==> src/rtl/fifo_wptr_full.sv <==
// -----------------------------------------------------------------------------
// fifo_wptr_full
// Write-side pointer and full-flag generator for the async CDC FIFO, living in
// the write clock domain. Keeps the binary write address and the registered
// Gray write pointer that is handed to the read-domain synchronizer. The full
// flag is computed from the read pointer already synchronized into this domain.
//
// Optional feature macro: FIFO_ALMOST_FULL_EN
//   When defined, adds the registered walmost_full output. It asserts at an
//   occupancy of AF_LEVEL or more, and also whenever the FIFO is full.
//
// Parameters:
//   ADDR_W   - FIFO address width; depth = 2**ADDR_W, pointers are ADDR_W+1 bits
//   AF_LEVEL - almost-full threshold (1 .. 2**ADDR_W-1)
//
// Ports:
//   clk          in   write-domain clock
//   rst_n        in   asynchronous active-low reset
//   winc         in   write request from the producer
//   wq2_rptr     in   Gray read pointer, synchronized into clk domain
//   waddr        out  binary RAM write address
//   wptr         out  registered Gray write pointer (to synchronizer)
//   wen          out  RAM write enable (winc & ~wfull)
//   wfull        out  registered full flag
//   wovf         out  sticky overflow (write attempted while full)
//   walmost_full out  registered almost-full flag (FIFO_ALMOST_FULL_EN only)
// -----------------------------------------------------------------------------
module fifo_wptr_full #(
   parameter int ADDR_W   = 4,
   parameter int AF_LEVEL = 12
) (
   input  logic              clk,
   input  logic              rst_n,
   input  logic              winc,
   input  logic [ADDR_W:0]   wq2_rptr,
   output logic [ADDR_W-1:0] waddr,
   output logic [ADDR_W:0]   wptr,
   output logic              wen,
   output logic              wfull,
   output logic              wovf
`ifdef FIFO_ALMOST_FULL_EN
   ,
   output logic              walmost_full
`endif
);

   localparam int PW = ADDR_W + 1;

   // Full when the next write pointer equals the read pointer with its two
   // MSBs inverted (Gray-code equivalent of "one lap ahead"). Built as a shift
   // so that ADDR_W=1 naturally inverts both bits.
   localparam logic [ADDR_W:0] FULL_MASK = PW'(3) << (ADDR_W - 1);

   if (AF_LEVEL < 1 || AF_LEVEL > (2 ** ADDR_W) - 1) begin : g_af_level_check
      $error("fifo_wptr_full: AF_LEVEL out of range 1..2**ADDR_W-1");
   end

   logic [ADDR_W:0] r_wbin;
   logic [ADDR_W:0] r_wptr;
   logic            r_wfull;
   logic            r_wovf;

   logic            w_wen;
   logic [ADDR_W:0] w_wbin_next;
   logic [ADDR_W:0] w_wgray_next;
   logic            w_full_next;

   assign w_wen        = winc & ~r_wfull;
   assign w_wbin_next  = r_wbin + PW'(w_wen);
   assign w_wgray_next = (w_wbin_next >> 1) ^ w_wbin_next;
   assign w_full_next  = (w_wgray_next == (wq2_rptr ^ FULL_MASK));

   always_ff @(posedge clk or negedge rst_n) begin
      if (!rst_n) begin
         r_wbin  <= '0;
         r_wptr  <= '0;
         r_wfull <= 1'b0;
         r_wovf  <= 1'b0;
      end else begin
         r_wbin  <= w_wbin_next;
         r_wptr  <= w_wgray_next;
         r_wfull <= w_full_next;
         r_wovf  <= r_wovf | (winc & r_wfull);
      end
   end

   assign waddr = r_wbin[ADDR_W-1:0];
   assign wptr  = r_wptr;
   assign wen   = w_wen;
   assign wfull = r_wfull;
   assign wovf  = r_wovf;

`ifdef FIFO_ALMOST_FULL_EN
   localparam logic [ADDR_W:0] AF_THRESH = PW'(AF_LEVEL);

   logic [ADDR_W:0] w_rbin_s;
   logic [ADDR_W:0] w_occupancy;
   logic            r_walmost_full;

   // Gray to binary: each binary bit is the XOR of all Gray bits at or above it.
   always_comb begin
      w_rbin_s         = '0;
      w_rbin_s[ADDR_W] = wq2_rptr[ADDR_W];
      for (int unsigned i = 1; i < unsigned'(PW); i++) begin
         w_rbin_s[ADDR_W-i] = w_rbin_s[ADDR_W-i+1] ^ wq2_rptr[ADDR_W-i];
      end
   end

   assign w_occupancy = w_wbin_next - w_rbin_s;

   always_ff @(posedge clk or negedge rst_n) begin
      if (!rst_n) begin
         r_walmost_full <= 1'b0;
      end else begin
         r_walmost_full <= (w_occupancy >= AF_THRESH) | w_full_next;
      end
   end

   assign walmost_full = r_walmost_full;
`endif

endmodule

==> config.mk <==
export PLATFORM = sky130hd
export DESIGN_NAME = fifo_wptr_full
export DESIGN_NICKNAME = d
export VERILOG_FILES = /design/src/rtl/fifo_wptr_full.sv
export SDC_FILE = /design/constraint.sdc
export NUM_CORES = 1
export LEC_CHECK = 0
export ABC_CLOCK_PERIOD_IN_PS = 3000
export BUFFER_PORTS_ARGS = -buffer_cell sky130_fd_sc_hd__buf_2
export CAP_MARGIN = 20
export CORE_AREA = 8 8 45 47
export CTS_BUF_LIST = sky130_fd_sc_hd__clkbuf_16
export CTS_CLUSTER_SIZE = 20
export DETAILED_ROUTE_END_ITERATION = 10
export DIE_AREA = 0 0 53 55
export GPL_TIMING_DRIVEN = 0
export PLACE_DENSITY = 0.67
export SLEW_MARGIN = 10
export SYNTH_ARGS = -nofsm -noshare
export SYNTH_HDL_FRONTEND = slang
export SYNTH_SLANG_ARGS = --single-unit
==> constraint.sdc <==
create_clock -name clk -period 3 [get_ports clk]
set_input_delay 0.15 -clock clk [delete_from_list [all_inputs] [get_ports clk]]
set_output_delay 0.15 -clock clk [all_outputs]
set_load 0.1 [all_outputs]
* Word-level counts from Yosys, hierarchy flattened *
Cells that the tools add are included.

word-level totals
  bits in registers = 12
  input port bits = 8
  output and inout port bits = 12

cells by class
  add/sub/neg operators = 1
  equality and inequality tests = 1
  bitwise logic cells = 6

operators by type and width
  operator                                      count
  5-bit by 1-bit adder with 5-bit output        1
  5-bit equality test                           1
  4-bit by 5-bit bitwise XOR with 5-bit output  1
  1-bit bitwise AND                             2
  2-bit NOT                                     1
  1-bit NOT                                     1
  1-bit OR                                      1

* Logic depth before layout (Yosys ltp) *
Gate-level depths: netlist (run 1).

  depth after elaboration = 5
  gate-level depth with buffers = 8

* Least setup slack after synthesis (run 1) *
Ideal clock, no wire load.

  kind = register -> register
  start point = reg r_wfull, in the netlist wfull
  end point = reg r_wfull, in the netlist wfull
  setup time = 0.082 ns
  arrival time = 4.047 ns
  path slack = -1.129 ns
  cell stages (with the launch flop) = 9
  buffers on the path = 0
  period minus slack after synthesis = 4.129 ns
  cell sequence = dfrtp_1 > nor2b_1 > ha_1 > ha_1 > and4b_1 > o21a_1 > or3_1 > a211o_1 > a22oi_2

on the way
  longest elaborated chain between the ends = 5

ends and longest elaborated chain
  item                                          RTL line  RTL
  start: declaration                            60        logic r_wfull;
  start signal: assignment                      82        r_wfull <= w_full_next;
  1-bit NOT                                     68        assign w_wen = winc & ~r_wfull;
  1-bit bitwise AND                             68
  net wen                                       38        output logic wen,
  5-bit by 1-bit adder with 5-bit output        69        assign w_wbin_next = r_wbin + PW'(w_wen);
  4-bit by 5-bit bitwise XOR with 5-bit output  70        assign w_wgray_next = (w_wbin_next >> 1) ^ w_wbin_next;
  5-bit equality test                           71        assign w_full_next = (w_wgray_next == (wq2_rptr ^ FULL_MASK));
  net w_full_next                               66        logic w_full_next;

The timed path passes the listed nets, and every way through them passes these cells.

* Worst setup path in the final report (run 1) *
  start point = reg r_wfull, in the netlist wfull
  end point = reg r_wfull, in the netlist wfull

on the way
  longest elaborated chain between the ends = 5

ends and longest elaborated chain
  item                                          RTL line
  1-bit NOT                                     68
  1-bit bitwise AND                             68
  5-bit by 1-bit adder with 5-bit output        69
  4-bit by 5-bit bitwise XOR with 5-bit output  70
  5-bit equality test                           71
  net w_full_next                               66

The timed path passes the listed nets, and every way through them passes these cells.

==> metrics.log, run 1 <==
INFO  metric ctsRootBufferMaster = clkbuf_16
INFO  metric required = 3.15 ns
INFO  metric drv_cap = 0
INFO  metric maximum_number_of_pins_on_one_net_before_global_route_repair = 12
INFO  metric setup_violations = 0
INFO  metric max_slew.worst_pin.slew = 0.490 ns
INFO  metric cp.arrival = 2.48 ns
INFO  metric final_cell_mix = 19 x buf_2, 10 x dfrtp_1, 5 x xnor2_1
INFO  metric holdPathStages = 2
INFO  metric placement.io_buffers = 19
INFO  metric routed_wl = 1.15 mm
INFO  metric worst_setup_hold_path_clk_slew = 0.04 ns
INFO  metric track_usage = 9.04%
INFO  metric num_antenna_cells = 0
INFO  metric use_met3 = 2.41%
INFO  metric post_drt_via_cell_ratio = 4.92
INFO  metric timing.clock.skew = 0.000894 ns
INFO  metric cts_repair_resize_count = 0
INFO  metric vias = 423
INFO  metric grt_overflow_total = 0
INFO  metric crit_path_start = wfull$_DFF_PN0_
INFO  metric critical_path.startpoint_type = flip-flop
INFO  metric floorplan.core_area = 0.00138 mm^2
INFO  metric timing_worst_setup_path_type = flip-flop to flip-flop
INFO  metric drc = 0
INFO  metric estimated_wirelength_of_the_detail_placed_design = 871 um
INFO  metric ant_nets = 0
INFO  metric min_to = wovf$_DFF_PN0_
INFO  metric layout-area-overhead-vs-synth = 39.6%
INFO  metric synthesis.area = 537 um^2
INFO  metric clock_insertion_delay_at_the_later_pin_of_the_skew_report = 0.24 ns
INFO  metric grt_setup_unrepaired = false
INFO  metric final_layout_size_suffix_gt1_share = 37.1%
INFO  metric synth_seq_cells = 11
INFO  metric cts_inserted_buffers = 3
INFO  metric initialDrtViolationCount = 6
INFO  metric fin_tns_setup = 0 ns
INFO  metric htree_num_levels = 1
INFO  metric tritoncts_num_sinks = 11
INFO  metric critPathCaptureType = flip-flop
INFO  metric synth-warning-count = 0
INFO  metric die_area = 0.00292 mm^2
INFO  metric post-place-ws = 0.711 ns
INFO  metric maxSlewViolCount = 0
INFO  metric fmax = 430 MHz
INFO  metric firstDrtPassIters = 4
INFO  metric regToRegEndpoint = wfull$_DFF_PN0_
INFO  metric synth_cells = 46
INFO  metric synth.avg_cell_area = 11.7 um^2
INFO  metric design.portCount = 20
INFO  metric holdCritStartpoint = winc
INFO  metric die_x = 53 um
INFO  metric worstRegToRegCells = 8
INFO  metric hold_slack = 0.150 ns
INFO  metric run_status = finished clean
INFO  metric routabilityCongestion = 0.688
INFO  metric final.setup.worst_slack = 0.675 ns
INFO  metric layout.nets = 81
INFO  metric rows = 14
INFO  metric finalWorstPathRequiredPeriod = 2.32 ns
INFO  metric die_h = 55 um
INFO  metric cts-root-to-sink-buffers = 2
INFO  metric synthesis.nets = 56
INFO  metric globalRouteMet1Util = 7.79%
INFO  metric hold_violations = 0
INFO  metric timing.rr.start = wfull$_DFF_PN0_
INFO  metric cts.repair_timing.setup_buffer_count = 0
INFO  metric starting_density_of_the_core = 38.8%
INFO  metric met2_track_demand_over_resource = 15.2%
INFO  metric antenna_found_initial = 0
INFO  metric netlist-cell-type-count = 23
INFO  metric worst-r2r-setup-slack = 0.68 ns
INFO  metric synth_seq_area_share = 51.3%
INFO  metric min_period_over_period = 77.5%
INFO  metric grt_pass1_wl = 1.82 mm
INFO  metric number_of_global_route_vias_before_repair = 429
INFO  metric mostFrequentLayoutCell = buf_2
INFO  metric slew-limit-headroom = 67.5%
INFO  metric globalRoute.busiestLayer = met2
INFO  metric min-delay-path-class = primary input to flip-flop
INFO  metric tritoncts = yes
INFO  metric largest_fanout_on_the_critical_path = 5
INFO  metric post_drt_wl_per_cell = 13.3 um
==> per-stage QoR <==
stage               util, %  instances  area [um^2]
floorplan                 -         46          546
global placement       47.7         81          661
detailed placement     47.7         81          661
CTS                    54.2         86          749
global route           54.2         86          749
finish                 54.2         86          749
==> metal layers <==
metal / part of all wire (%) / vias up
met5: 0 / -
met4: 4.9 / 0
met3: 8.1 / 5
met2: 52 / 16
met1: 35 / 190
li1: - / 212
==> logic make-up after synthesis <==
logic type / share of synthesized area (%)
AO/OA/AOI/OAI: 12.4
XOR/XNOR: 17.7
adder cells (fa/ha/maj): 4.66
buffers and inverters: 0.699
flip-flops: 51.3
AND/OR/NAND/NOR: 13.3
==> synth_stat cells (all sizes together) <==
cell type / instances / area share (%)
or3: 2 / 2.3
nor2b: 1 / 1.2
o21a: 1 / 1.4
o21ai: 1 / 0.93
a21oi: 1 / 0.93
o22ai: 1 / 1.2
nand2: 2 / 1.4
a211o: 1 / 1.6
dfrtp: 11 / 51
nand3: 3 / 2.8
and4b: 1 / 1.9
nand4: 1 / 1.2
xor2: 5 / 9.6
a21boi: 1 / 1.4
a22oi: 1 / 2.3
nor2: 2 / 1.4
xnor2: 5 / 8.2
inv: 1 / 0.70
ha: 2 / 4.7
nand2b: 1 / 1.2
a21o: 1 / 1.4
a31oi: 1 / 1.2
==> critical path, cell delays in order (launching register included) <==
cell     delay, ns
dfrtp_2       0.42
nor2b_4       0.11
ha_1          0.24
ha_1          0.25
and4b_1       0.21
o21a_1        0.17
or3_1         0.33
a211o_1       0.33
a22oi_2       0.18
==> layout make-up <==
type                            instances  area [um^2]
Clock inverter                          1         3.75
Sequential cell                        11          277
Timing Repair Buffer                   20          105
Tap cell                               16         20.0
Inverter                                1         3.75
Fill cell                             125          634
Clock buffer                            3         75.1
Multi-Input combinational cell         34          265
==> worst max-delay path by stage <==
stage          cells past startpoint              end  slack, ns
3_5_place_dp                       8  wfull$_DFF_PN0_       0.71
5_1_grt                            8  wfull$_DFF_PN0_       0.52
2_1_floorplan                      8  wfull$_DFF_PN0_       0.04
6_report                           8  wfull$_DFF_PN0_       0.68
4_1_cts                            8  wfull$_DFF_PN0_       0.66
3_3_place_gp                       8  wfull$_DFF_PN0_       0.71
==> flip-flops by register name (all words and copies together), names as in the netlist <==
name,flops
r_wbin,5
wptr,4
wfull,1
wovf,1
==> what timing repair did <==
| action | 4_1_cts | 5_1_grt |
|---|---|---|
| setup endpoints to repair | 0 | 0 |
| hold endpoints to repair | 11 | 0 |
| hold buffers | 1 | 0 |
Power of run 1 is left out: the tool's default activity adds up to more than one toggle a clock period on the data nets, which glitch-free logic cannot reach.
==> inputs of run 2 (changes only) <==
--- a/config.mk
+++ b/config.mk
@@ -5,7 +5,7 @@
 export SDC_FILE = /design/constraint.sdc
 export NUM_CORES = 1
 export LEC_CHECK = 0
-export ABC_CLOCK_PERIOD_IN_PS = 3000
+export ABC_CLOCK_PERIOD_IN_PS = 2400
 export BUFFER_PORTS_ARGS = -buffer_cell sky130_fd_sc_hd__buf_2
 export CAP_MARGIN = 20
 export CORE_AREA = 8 8 45 47
==> constraint.sdc (replaced) <==
create_clock -name clk -period 2.4 [get_ports clk]
set_input_delay 0.12 -clock clk [delete_from_list [all_inputs] [get_ports clk]]
set_output_delay 0.12 -clock clk [all_outputs]
set_load 0.1 [all_outputs]
==> run 2 against run 1 <==
Utilization up 2.0 points; via count down 0.24%; sequential share of layout area down 0.98 points; setup slack worse by 0.48 ns; non-clock buffer count unchanged; highest routed layer unchanged; hold slack worse by 0.045 ns.
==> metrics.log, run 2 (same netlist as run 1, synthesis figures left out) <==
INFO  metric slowest_delay = 0.48 ns (+0.06 ns)
INFO  metric final_layout_size_suffix_gt1_share = 40.0% (+2.9 points)
INFO  metric critical_path.startpoint_type = flip-flop
INFO  metric crit_chain = nor2b_4 > ha_4 > ha_4 > and4b_1 > o21a_1 > or3_1 > a211o_1 > a22oi_2
INFO  metric maxSlewViolCount = 0 (unchanged)
INFO  metric die_h = 55 um (unchanged)
INFO  metric cts-root-to-sink-buffers = 2 (unchanged)
INFO  metric routed_wl = 1.13 mm (-1.1%)
INFO  metric min_period_over_period = 91.9% (+14 points)
INFO  metric min-delay-path-class = primary input to flip-flop
INFO  metric routabilityCongestion = 0.727 (+5.7%)
INFO  metric hold_violations = 0 (unchanged)
INFO  metric largest_fanout_on_the_critical_path = 5 (unchanged)
INFO  metric ant_nets = 0 (unchanged)
INFO  metric largest_register = r_wbin
INFO  metric die_x = 53 um (unchanged)
INFO  metric number_of_global_route_vias_before_repair = 462 (+7.7%)
INFO  metric estimated_wirelength_of_the_detail_placed_design = 930 um (+6.8%)
INFO  metric required = 2.55 ns (-0.60 ns)
INFO  metric cts.repair_timing.setup_buffer_count = 0 (unchanged)
INFO  metric finish.utilization = 56.1% (+2.0 points)
INFO  metric clock_insertion_delay_at_the_later_pin_of_the_skew_report = 0.23 ns (about the same)
INFO  metric maximum_number_of_pins_on_one_net_before_global_route_repair = 12 (unchanged)
INFO  metric floorplan.core_area = 0.00138 mm^2 (unchanged)
INFO  metric mostFrequentLayoutCell = buf_2
INFO  metric vias = 422 (-0.24%)
INFO  metric htree_num_levels = 1 (unchanged)
INFO  metric ff_latch_area = 279 um^2 (+0.91%)
INFO  metric timing.clock.skew = 0.00168 ns (+0.000784 ns)
INFO  metric post_drt_wl_per_cell = 13.2 um (-1.1%)
INFO  metric multi_input_comb_area = 290 um^2 (+9.4%)
INFO  metric worst-r2r-setup-slack = 0.20 ns (-0.48 ns)
INFO  metric largest_register_ff_count = 5 (unchanged)
INFO  metric cts_repair_resize_count = 0 (unchanged)
INFO  metric run_status = finished clean
INFO  metric grt_pass1_wl = 1.96 mm (+7.6%)
INFO  metric initialDrtViolationCount = 8 (+2)
INFO  metric hold_fix_buffers_cts = 1 (unchanged)
INFO  metric worst_path_max_delay_cell = dfrtp_4
INFO  metric track_usage = 9.21% (+0.17 points)
INFO  metric layout.filler_cells = 121 (-3.2%)
INFO  metric layout.nets = 81 (unchanged)
INFO  metric starting_density_of_the_core = 38.8% (unchanged)
INFO  metric slew-limit-headroom = 67.5% (-0.070 points)
INFO  metric final_cell_mix = 19 x buf_2, 10 x dfrtp_1, 5 x xnor2_1
INFO  metric grt_setup_unrepaired = false
INFO  metric drc = 0 (unchanged)
INFO  metric timing_worst_setup_path_type = flip-flop to flip-flop
INFO  metric critPathCaptureType = flip-flop
INFO  metric critical-path-top-cell-by-count = ha_4
INFO  metric worst_setup_hold_path_clk_slew = 0.04 ns (about the same)
INFO  metric finalWorstPathRequiredPeriod = 2.20 ns (-0.120 ns)
INFO  metric ctsRootBufferMaster = clkbuf_16
INFO  metric dpl_cell_area = 688 um^2 (+4.2%)
INFO  metric placement.io_buffers = 19 (unchanged)
INFO  metric antenna_found_initial = 0 (unchanged)
INFO  metric rows = 14 (unchanged)
INFO  metric design.portCount = 20 (unchanged)
INFO  metric post_drt_via_cell_ratio = 4.91 (-0.24%)
INFO  metric cts_inserted_buffers = 3 (unchanged)
INFO  metric grt_overflow_total = 0 (unchanged)
INFO  metric num_antenna_cells = 0 (unchanged)
INFO  metric worst-path-buf-inv = 0 (unchanged)
INFO  metric layout-area-overhead-vs-synth = 44.8%
INFO  metric tritoncts_num_sinks = 11 (unchanged)
INFO  metric die_area = 0.00292 mm^2 (unchanged)
INFO  metric fmax = 454 MHz (+5.4%)
INFO  metric critical-path-top-delay-family = simple AND/OR/NAND/NOR gates
INFO  metric drv_cap = 0 (unchanged)
INFO  metric setup_violations = 0 (unchanged)
INFO  metric cp.arrival = 2.35 ns (-0.13 ns)
INFO  metric tritoncts = yes
INFO  metric post-route-cell-area = 777 um^2 (+3.7%)
INFO  metric max_slew.worst_pin.slew = 0.491 ns (+0.00106 ns)
INFO  metric firstDrtPassIters = 4 (unchanged)
## run 2: per-layer routing
layer,wire (um),global-route usage [%],vias to the layer above
met5,0,0,-
met4,19,5.17,0
met3,86,3.74,2
met2,601,15.8,13
met1,426,9.36,198
li1,-,-,209
## run 2: stage by stage
step	hold slack (ns)	setup TNS (ns)	setup slack (ns)	instances
floorplan	-0.176	-0.362	-0.362	46
global placement	-0.00418	0	0.252	81
detailed placement	0.00121	0	0.202	81
CTS	0.105	0	0.188	86
global route	0.122	0	0.0948	86
finish	0.105	0	0.195	86
## run 2: final cells by class
cell class                 count  share of cell area (%)
clock buffer                   3                    9.66
clock inverter                 1                   0.483
inverter                       1                   0.483
multi-input combinational     34                    37.4
sequential                    11                    35.9
tap                           16                    2.58
timing repair buffer          20                    13.5
## run 2: final timing paths
kind	from	depth (start not counted)	endpoint
hold / removal	winc	2	wovf$_DFF_PN0_
max in group asynchronous	rst_n	2	wfull$_DFF_PN0_
setup reg to reg	wfull$_DFF_PN0_	8	wfull$_DFF_PN0_
hold reg to reg	wovf$_DFF_PN0_	1	wovf$_DFF_PN0_
min in group asynchronous	rst_n	2	r_wbin[1]$_DFF_PN0_
setup / recovery	wfull$_DFF_PN0_	8	wfull$_DFF_PN0_
Power of run 2 is left out for the same reason.
==> inputs of run 3 (changes only) <==
--- a/config.mk
+++ b/config.mk
@@ -6,7 +6,7 @@
 export NUM_CORES = 1
 export LEC_CHECK = 0
 export ABC_CLOCK_PERIOD_IN_PS = 2400
-export BUFFER_PORTS_ARGS = -buffer_cell sky130_fd_sc_hd__buf_2
+export BUFFER_PORTS_ARGS = -buffer_cell sky130_fd_sc_hd__clkbuf_2
 export CAP_MARGIN = 20
 export CORE_AREA = 8 8 45 47
 export CTS_BUF_LIST = sky130_fd_sc_hd__clkbuf_16
@@ -14,6 +14,7 @@
 export DETAILED_ROUTE_END_ITERATION = 10
 export DIE_AREA = 0 0 53 55
 export GPL_TIMING_DRIVEN = 0
+export HOLD_SLACK_MARGIN = 0.05
 export PLACE_DENSITY = 0.67
 export SLEW_MARGIN = 10
 export SYNTH_ARGS = -nofsm -noshare
==> run 3 against run 2 <==
Sequential share of layout area did not move; hold slack better by 0.0062 ns; critical path depth unchanged; final cell count is the same.
==> metrics.log, run 3 (same netlist as run 1, synthesis figures left out) <==
INFO  metric grt_setup_unrepaired = false
INFO  metric htree_num_levels = 1 (unchanged)
INFO  metric timing_worst_setup_path_type = flip-flop to flip-flop
INFO  metric ant_nets = 0 (unchanged)
INFO  metric largest_register = r_wbin
INFO  metric final_layout_size_suffix_gt1_share = 40.0% (unchanged)
INFO  metric design.portCount = 20 (unchanged)
INFO  metric globalRoute.busiestLayer = met2
INFO  metric number_of_global_route_vias_before_repair = 428 (-7.4%)
INFO  metric max_slew.worst_pin.slew = 0.547 ns (+0.0554 ns)
INFO  metric ctsRootBufferMaster = clkbuf_16
INFO  metric tritoncts = yes
INFO  metric layout-area-overhead-vs-synth = 44.8% (unchanged)
INFO  metric use_met3 = 1.87% (-1.9 points)
INFO  metric largest_register_ff_count = 5 (unchanged)
INFO  metric die_x = 53 um (unchanged)
INFO  metric met2_track_demand_over_resource = 15.4% (-0.39 points)
INFO  metric required = 2.55 ns (about the same)
INFO  metric vias = 422 (unchanged)
INFO  metric min-delay-path-class = primary input to flip-flop
INFO  metric maxSlewViolCount = 0 (unchanged)
INFO  metric grt_pass1_wl = 1.86 mm (-5.3%)
INFO  metric worst_setup_hold_path_clk_slew = 0.04 ns (about the same)
INFO  metric fmax = 457 MHz (+0.73%)
INFO  metric fin_tns_setup = 0 ns (unchanged)
INFO  metric hold_violations = 0 (unchanged)
INFO  metric critPathCaptureType = flip-flop
INFO  metric final_cell_mix = 19 x clkbuf_2, 10 x dfrtp_1, 5 x xnor2_1
INFO  metric placement.io_buffers = 19 (unchanged)
INFO  metric critical_path.startpoint_type = flip-flop
INFO  metric maximum_number_of_pins_on_one_net_before_global_route_repair = 12 (unchanged)
INFO  metric slew-limit-headroom = 63.7% (-3.8 points)
INFO  metric drc = 0 (unchanged)
INFO  metric run_status = finished clean
INFO  metric setup_violations = 0 (unchanged)
INFO  metric largest_fanout_on_the_critical_path = 5 (unchanged)
INFO  metric timing.clock.skew = 0.00154 ns (-0.000136 ns)
INFO  metric die_area = 0.00292 mm^2 (unchanged)
INFO  metric antenna_found_initial = 0 (unchanged)
INFO  metric post_drt_via_cell_ratio = 4.91 (unchanged)
INFO  metric cp.arrival = 2.34 ns (about the same)
INFO  metric layout.nets = 81 (unchanged)
INFO  metric routed_wl = 1.13 mm (-0.35%)
INFO  metric drv_cap = 0 (unchanged)
INFO  metric die_h = 55 um (unchanged)
INFO  metric tritoncts_num_sinks = 11 (unchanged)
INFO  metric floorplan.core_area = 0.00138 mm^2 (unchanged)
INFO  metric clock_insertion_delay_at_the_later_pin_of_the_skew_report = 0.23 ns (about the same)
INFO  metric post_drt_wl_per_cell = 13.1 um (-0.35%)
INFO  metric routabilityCongestion = 0.725 (-0.34%)
INFO  metric rows = 14 (unchanged)
INFO  metric num_antenna_cells = 0 (unchanged)
INFO  metric finalWorstPathRequiredPeriod = 2.19 ns (-0.0160 ns)
INFO  metric cts_inserted_buffers = 3 (unchanged)
INFO  metric min_period_over_period = 91.2% (-0.67 points)
INFO  metric starting_density_of_the_core = 38.8% (unchanged)
INFO  metric cts-root-to-sink-buffers = 2 (unchanged)
INFO  metric initialDrtViolationCount = 3 (-5)
INFO  metric mostFrequentLayoutCell = clkbuf_2
INFO  metric estimated_wirelength_of_the_detail_placed_design = 925 um (-0.56%)
INFO  metric firstDrtPassIters = 4 (unchanged)
INFO  metric globalRouteMet1Util = 8.85% (-0.51 points)
INFO  metric track_usage = 8.70% (-0.51 points)
INFO  metric cts_repair_resize_count = 0 (unchanged)
INFO  metric grt_overflow_total = 0 (unchanged)
## run 3: worst paths after layout
path                       slack [ns]       startpoint           endpoint  cells after the start
setup / recovery                 0.21  wfull$_DFF_PN0_    wfull$_DFF_PN0_                      8
hold / removal                   0.11             winc     wovf$_DFF_PN0_                      2
setup reg to reg                 0.21  wfull$_DFF_PN0_    wfull$_DFF_PN0_                      8
hold reg to reg                  0.46   wovf$_DFF_PN0_     wovf$_DFF_PN0_                      1
max in group asynchronous        1.88            rst_n    wfull$_DFF_PN0_                      2
min in group asynchronous        0.29            rst_n  wptr[3]$_DFF_PN0_                      2
## run 3: layout make-up
cell class	count	area, um^2
Multi-Input combinational cell	34	290
Clock inverter	1	3.75
Sequential cell	11	279
Fill cell	122	607
Inverter	1	3.75
Timing Repair Buffer	20	105
Clock buffer	3	75.1
Tap cell	16	20.0
## run 3: metrics by stage
step                utilization (%)  setup slack (ns)  std cells  cell area (um^2)  hold slack, ns
global placement               49.7             0.250         81               688         0.00346
floorplan                         -            -0.362         46               573          -0.176
global route                   56.1             0.123         86               777           0.128
detailed placement             49.7             0.221         81               688         0.00965
finish                         56.1             0.211         86               777           0.111
CTS                            56.1             0.193         86               777           0.110
## run 3: what timing repair did
| item | CTS | global route |
|---|---|---|
| hold endpoints to repair | 11 | 0 |
| hold buffers | 1 | 0 |
| buffers inserted | 0 | 0 |
## run 3: critical path, cell delays in order (launching register included)
cell	delay, ns
dfrtp_4	0.48
nor2b_4	0.14
ha_4	0.17
ha_4	0.15
and4b_1	0.19
o21a_1	0.17
or3_1	0.34
a211o_1	0.29
a22oi_2	0.18
## run 3: metal layers
layer  share of wire, %  wire (um)
met3                6.9         78
met4                1.2         14
met1                 37        414
met2                 55        621
met5                  0          0
Power of run 3 is left out for the same reason.
